## config.mk

```make
export PLATFORM = sky130hd
export DESIGN_NAME = mtm_alu_deserializer
export DESIGN_NICKNAME = d
export VERILOG_FILES = /design/src/rtl/mtm_alu_pkg.sv /design/src/rtl/mtm_alu_crc4.sv /design/src/rtl/mtm_alu_deserializer.sv
export SDC_FILE = /design/constraint.sdc
export NUM_CORES = 1
export LEC_CHECK = 0
export CELL_PAD_IN_SITES_DETAIL_PLACEMENT = 0
export CELL_PAD_IN_SITES_GLOBAL_PLACEMENT = 1
export CORE_MARGIN = 4
export CORE_UTILIZATION = 40
export DETAILED_ROUTE_END_ITERATION = 10
export HOLD_SLACK_MARGIN = 0.12
export PLACE_DENSITY_LB_ADDON = 0.12
export RECOVER_POWER = 100
export SYNTH_ARGS = -nofsm -noshare
export SYNTH_HDL_FRONTEND = slang
export SYNTH_HIERARCHICAL = 1
export SYNTH_SLANG_ARGS = --single-unit
```

## constraint.sdc

```tcl
create_clock -name clk -period 3.75 [get_ports clk]
set_clock_uncertainty 0.1 [all_clocks]
set_input_delay 0.75 -clock clk [delete_from_list [all_inputs] [get_ports clk]]
set_output_delay 0.75 -clock clk [all_outputs]
set_load 0.1 [all_outputs]
```

## src/rtl/mtm_alu_pkg.sv

```systemverilog
// Shared constants and types for the ALU serial input path.
//  - opcode encodings accepted by the ALU core
//  - packet type bit values carried in the second bit of every frame
//  - bit positions inside the 3-bit error flag vector
//  - CRC4 generator (x^4 + x + 1, leading term implicit)
//  - receiver FSM state encoding
package mtm_alu_pkg;

    localparam int DATA_PKTS_DEF = 8;

    localparam logic [2:0] OP_AND = 3'b000;
    localparam logic [2:0] OP_OR  = 3'b001;
    localparam logic [2:0] OP_ADD = 3'b100;
    localparam logic [2:0] OP_SUB = 3'b101;

    localparam logic PKT_DATA = 1'b0;
    localparam logic PKT_CMD  = 1'b1;

    localparam int ERR_DATA = 2;
    localparam int ERR_CRC  = 1;
    localparam int ERR_OP   = 0;

    localparam logic [3:0] CRC4_POLY  = 4'b0011;
    localparam int         CRC4_MSG_W = 68;

    typedef enum logic [2:0] {
        ST_IDLE   = 3'd0,
        ST_TYPE   = 3'd1,
        ST_BITS   = 3'd2,
        ST_STOP   = 3'd3,
        ST_REPORT = 3'd4,
        ST_RESYNC = 3'd5
    } state_e;

    function automatic logic op_is_legal(input logic [2:0] op);
        case (op)
            OP_AND, OP_OR, OP_ADD, OP_SUB: return 1'b1;
            default:                       return 1'b0;
        endcase
    endfunction

endpackage

```

## src/rtl/mtm_alu_crc4.sv

```systemverilog
// Combinational CRC4 over a 68-bit message, MSB first, register initialised
// to zero, generator x^4 + x + 1.
// Ports:
//  data_i  in  68  message bits, data_i[67] is processed first
//  crc_o   out 4   resulting CRC remainder
module mtm_alu_crc4
    import mtm_alu_pkg::*;
(
    input  logic [CRC4_MSG_W-1:0] data_i,
    output logic [3:0]            crc_o
);

    logic [3:0] crc_v;
    logic       fb_v;

    // Bit-serial LFSR unrolled over the whole message.
    always_comb begin
        crc_v = 4'b0000;
        fb_v  = 1'b0;
        for (int i = CRC4_MSG_W - 1; i >= 0; i--) begin
            fb_v  = crc_v[3] ^ data_i[i];
            crc_v = {crc_v[2:0], 1'b0} ^ (fb_v ? CRC4_POLY : 4'b0000);
        end
    end

    assign crc_o = crc_v;

endmodule

```

## src/rtl/mtm_alu_deserializer.sv

```systemverilog
// Serial receiver in front of the ALU core. Assembles 8 DATA packets
// (B bytes MSB first, then A bytes) and one CMD packet {0,OP,CRC}, checks
// framing, packet count, CRC and opcode, then presents the operands with a
// one-cycle strobe or reports the rejection with a one-cycle error strobe.
// Ports:
//  clk        in   1   clock, all logic on rising edge
//  rst        in   1   synchronous reset, active high
//  sin        in   1   serial input, idle high, one bit per clock
//  A, B       out  32  operands, held until the next good transaction
//  OP         out  3   opcode, held until the next good transaction
//  out_valid  out  1   one-cycle pulse for an accepted transaction
//  err_valid  out  1   one-cycle pulse for a rejected transaction
//  err_flags  out  3   {ERR_DATA, ERR_CRC, ERR_OP}, held until next err_valid
module mtm_alu_deserializer
    import mtm_alu_pkg::*;
#(
    parameter int DATA_PKTS = DATA_PKTS_DEF
) (
    input  logic        clk,
    input  logic        rst,
    input  logic        sin,
    output logic [31:0] A,
    output logic [31:0] B,
    output logic [2:0]  OP,
    output logic        out_valid,
    output logic        err_valid,
    output logic [2:0]  err_flags
);

    localparam logic [3:0] PKTS_FULL = 4'(DATA_PKTS);

    state_e      state_q, state_d;
    logic [2:0]  bit_cnt_q, bit_cnt_d;
    logic [3:0]  byte_cnt_q, byte_cnt_d;
    logic [7:0]  byte_sr_q, byte_sr_d;
    logic        type_q, type_d;
    logic [63:0] opnd_sr_q, opnd_sr_d;   // {B, A} once all DATA bytes are in
    logic [6:0]  cmd_q, cmd_d;           // {OP, CRC}; CMD bit 7 carries nothing
    logic        err_data_q, err_data_d;
    logic [31:0] a_q, a_d, b_q, b_d;
    logic [2:0]  op_q, op_d;
    logic        out_valid_q, out_valid_d;
    logic        err_valid_q, err_valid_d;
    logic [2:0]  err_flags_q, err_flags_d;

    logic [3:0]  crc_calc;
    logic        crc_ok;
    logic        op_ok;

    mtm_alu_crc4 u_crc (
        .data_i ({opnd_sr_q, 1'b1, cmd_q[6:4]}),
        .crc_o  (crc_calc)
    );

    assign crc_ok = (crc_calc == cmd_q[3:0]);
    assign op_ok  = op_is_legal(cmd_q[6:4]);

    always_comb begin
        state_d     = state_q;
        bit_cnt_d   = bit_cnt_q;
        byte_cnt_d  = byte_cnt_q;
        byte_sr_d   = byte_sr_q;
        type_d      = type_q;
        opnd_sr_d   = opnd_sr_q;
        cmd_d       = cmd_q;
        err_data_d  = err_data_q;
        a_d         = a_q;
        b_d         = b_q;
        op_d        = op_q;
        out_valid_d = 1'b0;
        err_valid_d = 1'b0;
        err_flags_d = err_flags_q;

        case (state_q)
            ST_IDLE: begin
                if (!sin) state_d = ST_TYPE;
            end
            ST_TYPE: begin
                type_d    = sin;
                bit_cnt_d = 3'd0;
                state_d   = ST_BITS;
            end
            ST_BITS: begin
                byte_sr_d = {byte_sr_q[6:0], sin};
                bit_cnt_d = bit_cnt_q + 3'd1;
                if (bit_cnt_q == 3'd7) state_d = ST_STOP;
            end
            ST_STOP: begin
                if (!sin) begin
                    err_data_d = 1'b1;
                    state_d    = ST_REPORT;
                end else if (type_q == PKT_DATA) begin
                    if (byte_cnt_q == PKTS_FULL) begin
                        // Surplus DATA packet: abort rather than let the counter wrap.
                        err_data_d = 1'b1;
                        state_d    = ST_REPORT;
                    end else begin
                        opnd_sr_d  = {opnd_sr_q[55:0], byte_sr_q};
                        byte_cnt_d = byte_cnt_q + 4'd1;
                        state_d    = ST_IDLE;
                    end
                end else begin
                    if (byte_cnt_q != PKTS_FULL) begin
                        err_data_d = 1'b1;
                    end else begin
                        cmd_d      = byte_sr_q[6:0];
                        err_data_d = 1'b0;
                    end
                    state_d = ST_REPORT;
                end
            end
            ST_REPORT: begin
                byte_cnt_d  = 4'd0;
                err_flags_d = 3'b000;
                if (err_data_q) begin
                    err_flags_d[ERR_DATA] = 1'b1;
                end else if (!crc_ok) begin
                    err_flags_d[ERR_CRC] = 1'b1;
                end else if (!op_ok) begin
                    err_flags_d[ERR_OP] = 1'b1;
                end
                if (err_data_q || !crc_ok || !op_ok) begin
                    err_valid_d = 1'b1;
                    state_d     = ST_RESYNC;
                end else begin
                    // Keep the previously reported flags on success.
                    err_flags_d = err_flags_q;
                    out_valid_d = 1'b1;
                    b_d         = opnd_sr_q[63:32];
                    a_d         = opnd_sr_q[31:0];
                    op_d        = cmd_q[6:4];
                    state_d     = ST_IDLE;
                end
            end
            ST_RESYNC: begin
                // A rejected frame may leave us mid-stream; wait for idle-high
                // so a payload 0 is not mistaken for a start bit.
                if (sin) state_d = ST_IDLE;
            end
            default: state_d = ST_IDLE;
        endcase
    end

    always_ff @(posedge clk) begin
        if (rst) begin
            state_q     <= ST_IDLE;
            bit_cnt_q   <= '0;
            byte_cnt_q  <= '0;
            byte_sr_q   <= '0;
            type_q      <= 1'b0;
            opnd_sr_q   <= '0;
            cmd_q       <= '0;
            err_data_q  <= 1'b0;
            a_q         <= '0;
            b_q         <= '0;
            op_q        <= '0;
            out_valid_q <= 1'b0;
            err_valid_q <= 1'b0;
            err_flags_q <= '0;
        end else begin
            state_q     <= state_d;
            bit_cnt_q   <= bit_cnt_d;
            byte_cnt_q  <= byte_cnt_d;
            byte_sr_q   <= byte_sr_d;
            type_q      <= type_d;
            opnd_sr_q   <= opnd_sr_d;
            cmd_q       <= cmd_d;
            err_data_q  <= err_data_d;
            a_q         <= a_d;
            b_q         <= b_d;
            op_q        <= op_d;
            out_valid_q <= out_valid_d;
            err_valid_q <= err_valid_d;
            err_flags_q <= err_flags_d;
        end
    end

    assign A         = a_q;
    assign B         = b_q;
    assign OP        = op_q;
    assign out_valid = out_valid_q;
    assign err_valid = err_valid_q;
    assign err_flags = err_flags_q;

endmodule
```

==> key figures <==
Cells and area
  • Area grow syn2layout: 28.60%
  • N_diodes: 0
  • Final Net Count: ~930
  • Share of layout cells above drive strength 1: 14.13%

Power
  • Pwr Density: around 380 nW/µm²
  • Comb pwr share: ~3.2%
  • Overall Power: between 3 and 4 mW
  • Switch share: approximately a fifth
  • Peak VDD IR: 0.0003144 V
  • LEAKAGE: roughly 3.8 nW
  • Clock share of power: roughly half
  • Flop pwr share: 46.7%
  • Switching power: around 770 µW
  • Pint: slightly below 3 mW

Yosys
  • Share of async-settable or async-resettable flops after synthesis: 0%
  • Distinct cell type count after synthesis: 42
  • Synth area leaders: dfxtp_1 (43%), nand2b_1 (11%), mux2i_1 (11%), xnor2_1 (6.9%), nand2_1 (6.6%)
  • Mapped cell area: between 7000 and 8000 µm²
  • Synth Flop Type: dfxtp_1
  • Post-synth top area share: roughly 43%
  • Cell taking the most area after synthesis: dfxtp_1
  • EDFF count, synth: 0
  • Synthesis warning total: 6
  • Register area share after synthesis: 42.60%
  • #FFs+latches synth: between 150 and 200
  • Gate Count Post-Synth: between 800 and 900
  • Syn Area/Cell: 9.445 µm²

Global route
  • Gr usage total: between 15 and 20%
  • Pin count of the biggest net entering global routing: between 70 and 80
  • Remaining global-route overflow: 0
  • Antenna violations before repair: 0
  • Vias in the first global route: 5656
  • First-pass GRT wire length: roughly 30000 µm

Setup path
  • R2R Setup Slk: -0.004 ns
  • Worst r2r path cells: 12
  • CP Launch Type: register
  • CP Class: reg -> reg
  • Crit end category: register
  • Worst EP required: roughly 4.0 ns
  • Crit path DAT: 4.00 ns
  • Worst R2R End: A[8]
  • Max FO, Critical Path: 11
  • R2R Path Start: opnd_sr_q[47]

Worst hold path
  • Worst hold path type: reg -> reg
  • Min-delay src: B[14]
  • Hold Crit Endpoint: B[14]
  • Hold path cells: 2

Job
  • Max cap viols: 1

STA
  • Endpoints failing hold: 0
  • Hold_ws: about 0.37 ns
  • # setup viols final: 1
  • Post-route minimum period: ~3.8 ns
  • Rel. slew slack: -76.45%
  • Fin crit share: 100.1%
  • Fmax: ~0.27 GHz
  • RSZ-0062 raised after global routing: true
  • Final worst slack: -0.003957 ns
  • Max-slew violations: between 70 and 80
  • Least-Margin Pin Slew: around 2.6 ns

Floorplan
  • Std-Cell Rows: 50
  • Placeable Area: between 15000 and 20000 µm²
  • DIE AREA: roughly 21000 µm²
  • Die width: 146.4 µm
  • Starting Density: about 41%
  • Die height: between 100 and 150 µm
  • # IOs: 75

Route
  • DR pass1 iterations: 5
  • Detail-routed via count per cell: about 4.8
  • Post-DRT Antenna Nets: 0
  • Routed wire per std cell: roughly 16 µm
  • DR vias: 5632
  • Wirelength, routed: between 15000 and 20000 µm
  • Initial DRC Count: approximately 320
  • DRC Markers: 0

Place
  • Detailed-placement wirelength estimate: 12600 µm
  • Placer Congestion: around 0.78
  • IO buf count: 74

Outcome
  • Failing checks: max-capacitance violations, max-slew violations, negative setup slack
  • Outcome: complete, but fails checks

Clocking
  • Hold_buf cts: 0
  • CTS sink count: between 150 and 200
  • CTS tree: done
  • Root buffer cell: clkbuf_16
  • Worst-path clk slew: approximately 0.060 ns
  • Worst skew pair latency: about 0.42 ns
  • TritonCTS buffer count: 17
  • Clk buf depth: 2
  • H-Tree Depth: 4
[placed cells by master (no fill, tap or decap), types with 3 or more instances in the layout]
| cell type | netlist | layout |
|---|---|---|
| a21oi_1 | 73 | 73 |
| a2bb2oi_1 | 3 | 3 |
| buf_12 | 0 | 4 |
| buf_4 | 5 | 54 |
| buf_6 | 3 | 4 |
| bufinv_16 | 0 | 4 |
| clkbuf_1 | 38 | 3 |
| clkbuf_16 | 0 | 18 |
| clkbuf_8 | 0 | 4 |
| dfxtp_1 | 163 | 153 |
| dfxtp_2 | 0 | 9 |
| dlygate4sd3_1 | 0 | 72 |
| ha_1 | 4 | 4 |
| mux2i_1 | 81 | 80 |
| nand2_1 | 134 | 134 |
| nand2b_1 | 138 | 138 |
| nand4_1 | 3 | 3 |
| nor2_1 | 28 | 28 |
| nor2b_1 | 5 | 5 |
| nor3_1 | 4 | 3 |
| xnor2_1 | 60 | 50 |
| xnor2_2 | 1 | 10 |
| xnor3_1 | 16 | 15 |
| xnor3_2 | 2 | 3 |
| xor2_1 | 15 | 13 |
| xor2_2 | 1 | 3 |
[flip-flops by register name, indices dropped and copies added (netlist names), 3 cells and up]
signal,cells
state_q,3
OP,3
opnd_sr_q,64
B,32
bit_cnt_q,3
byte_sr_q,8
A,32
err_flags,3
byte_cnt_q,4
cmd_q,7
[power groups by stage]
stage	Combinational (mW)	Sequential (mW)	Clock, mW
global route	0.131	1.75	1.99
global placement	0.120	1.79	0
floorplan	0.101	1.78	0
CTS	0.124	1.75	1.92
detailed placement	0.122	1.79	0
finish	0.120	1.75	1.88
[area by class of cell]
cell class                      instances  area (µm²)
Multi-Input combinational cell        596        4270
Timing Repair Buffer                  142        1365
Clock inverter                          8       148.9
Sequential cell                       163        3278
Inverter                                2       7.507
Tap cell                              234       292.8
Fill cell                            1750        8917
Clock buffer                           23       488.0
[cell families after synthesis]
| family | count (synthesis) | synth area share, % |
|---|---|---|
| compound gates | 85 | 5.897 |
| xor+xnor | 98 | 15.32 |
| fa+ha+maj | 4 | 0.6534 |
| buf+inv | 53 | 3.218 |
| flops | 163 | 42.60 |
| mux | 82 | 10.73 |
| other cells | 1 | 0.04896 |
| simple gates | 325 | 21.53 |
[cells in the mapped netlist, types with 4 or more instances]
cell / number
a21oi_1: 73
nand2b_1: 138
dfxtp_1: 163
buf_4: 5
xnor3_1: 16
nor2_1: 28
ha_1: 4
buf_2: 5
xnor2_1: 60
clkbuf_1: 38
nor3_1: 4
nor2b_1: 5
nand2_1: 134
mux2i_1: 81
xor2_1: 15
[worst max path at each step]
stage / end / start / cells after the start
5_1_grt: B[11] / opnd_sr_q[47] / 12
4_1_cts: B[27] / opnd_sr_q[63] / 13
3_3_place_gp: A[1] / opnd_sr_q[10] / 12
2_1_floorplan: A[12] / opnd_sr_q[14] / 12
3_5_place_dp: B[27] / opnd_sr_q[10] / 12
6_report: A[8] / opnd_sr_q[47] / 12
[what timing repair did]
item                       4_1_cts  5_1_grt
pin swaps                       11        0
resized for setup               23        3
setup buffers                    9        1
hold endpoints to repair         0        0
setup endpoints to repair       65       71
gates cloned                     2        1
[per-layer routing]
layer / vias to the layer above / global-route usage (%) / routed length [µm]
met3: 22 / 3.166 / 682
met1: 2667 / 23.48 / 8706
met4: 0 / 6.209 / 335
li1: 2859 / - / -
met5: - / 0 / 0
met2: 84 / 28.48 / 8833
[critical path, stage by stage (launching register included)]
cell and delay [ns]:
dfxtp_2 0.32, xnor3_1 0.41, xnor3_1 0.22, xnor3_2 0.44
xnor3_1 0.26, xnor3_2 0.29, xnor3_1 0.39, xnor2_1 0.15
nand4_1 0.18, nor4_4 0.33, buf_6 0.21, buf_12 0.16
mux2i_1 0.20
[through the flow]
stage          area (µm²)  utilization, %  worst slack [ns]  std cells  setup TNS, ns
3_5_place_dp         8961           47.75           -0.1713       1124         -6.392
4_1_cts              9837           52.41          -0.01598       1166       -0.04868
6_report             9851           52.49         -0.003957       1168      -0.003957
5_1_grt              9851           52.49           -0.2235       1168         -12.73
2_1_floorplan        7691               -           0.02467        812              0
3_3_place_gp         8961           47.75          -0.02865       1124         -1.013
(Power assumes the default switching activity.)
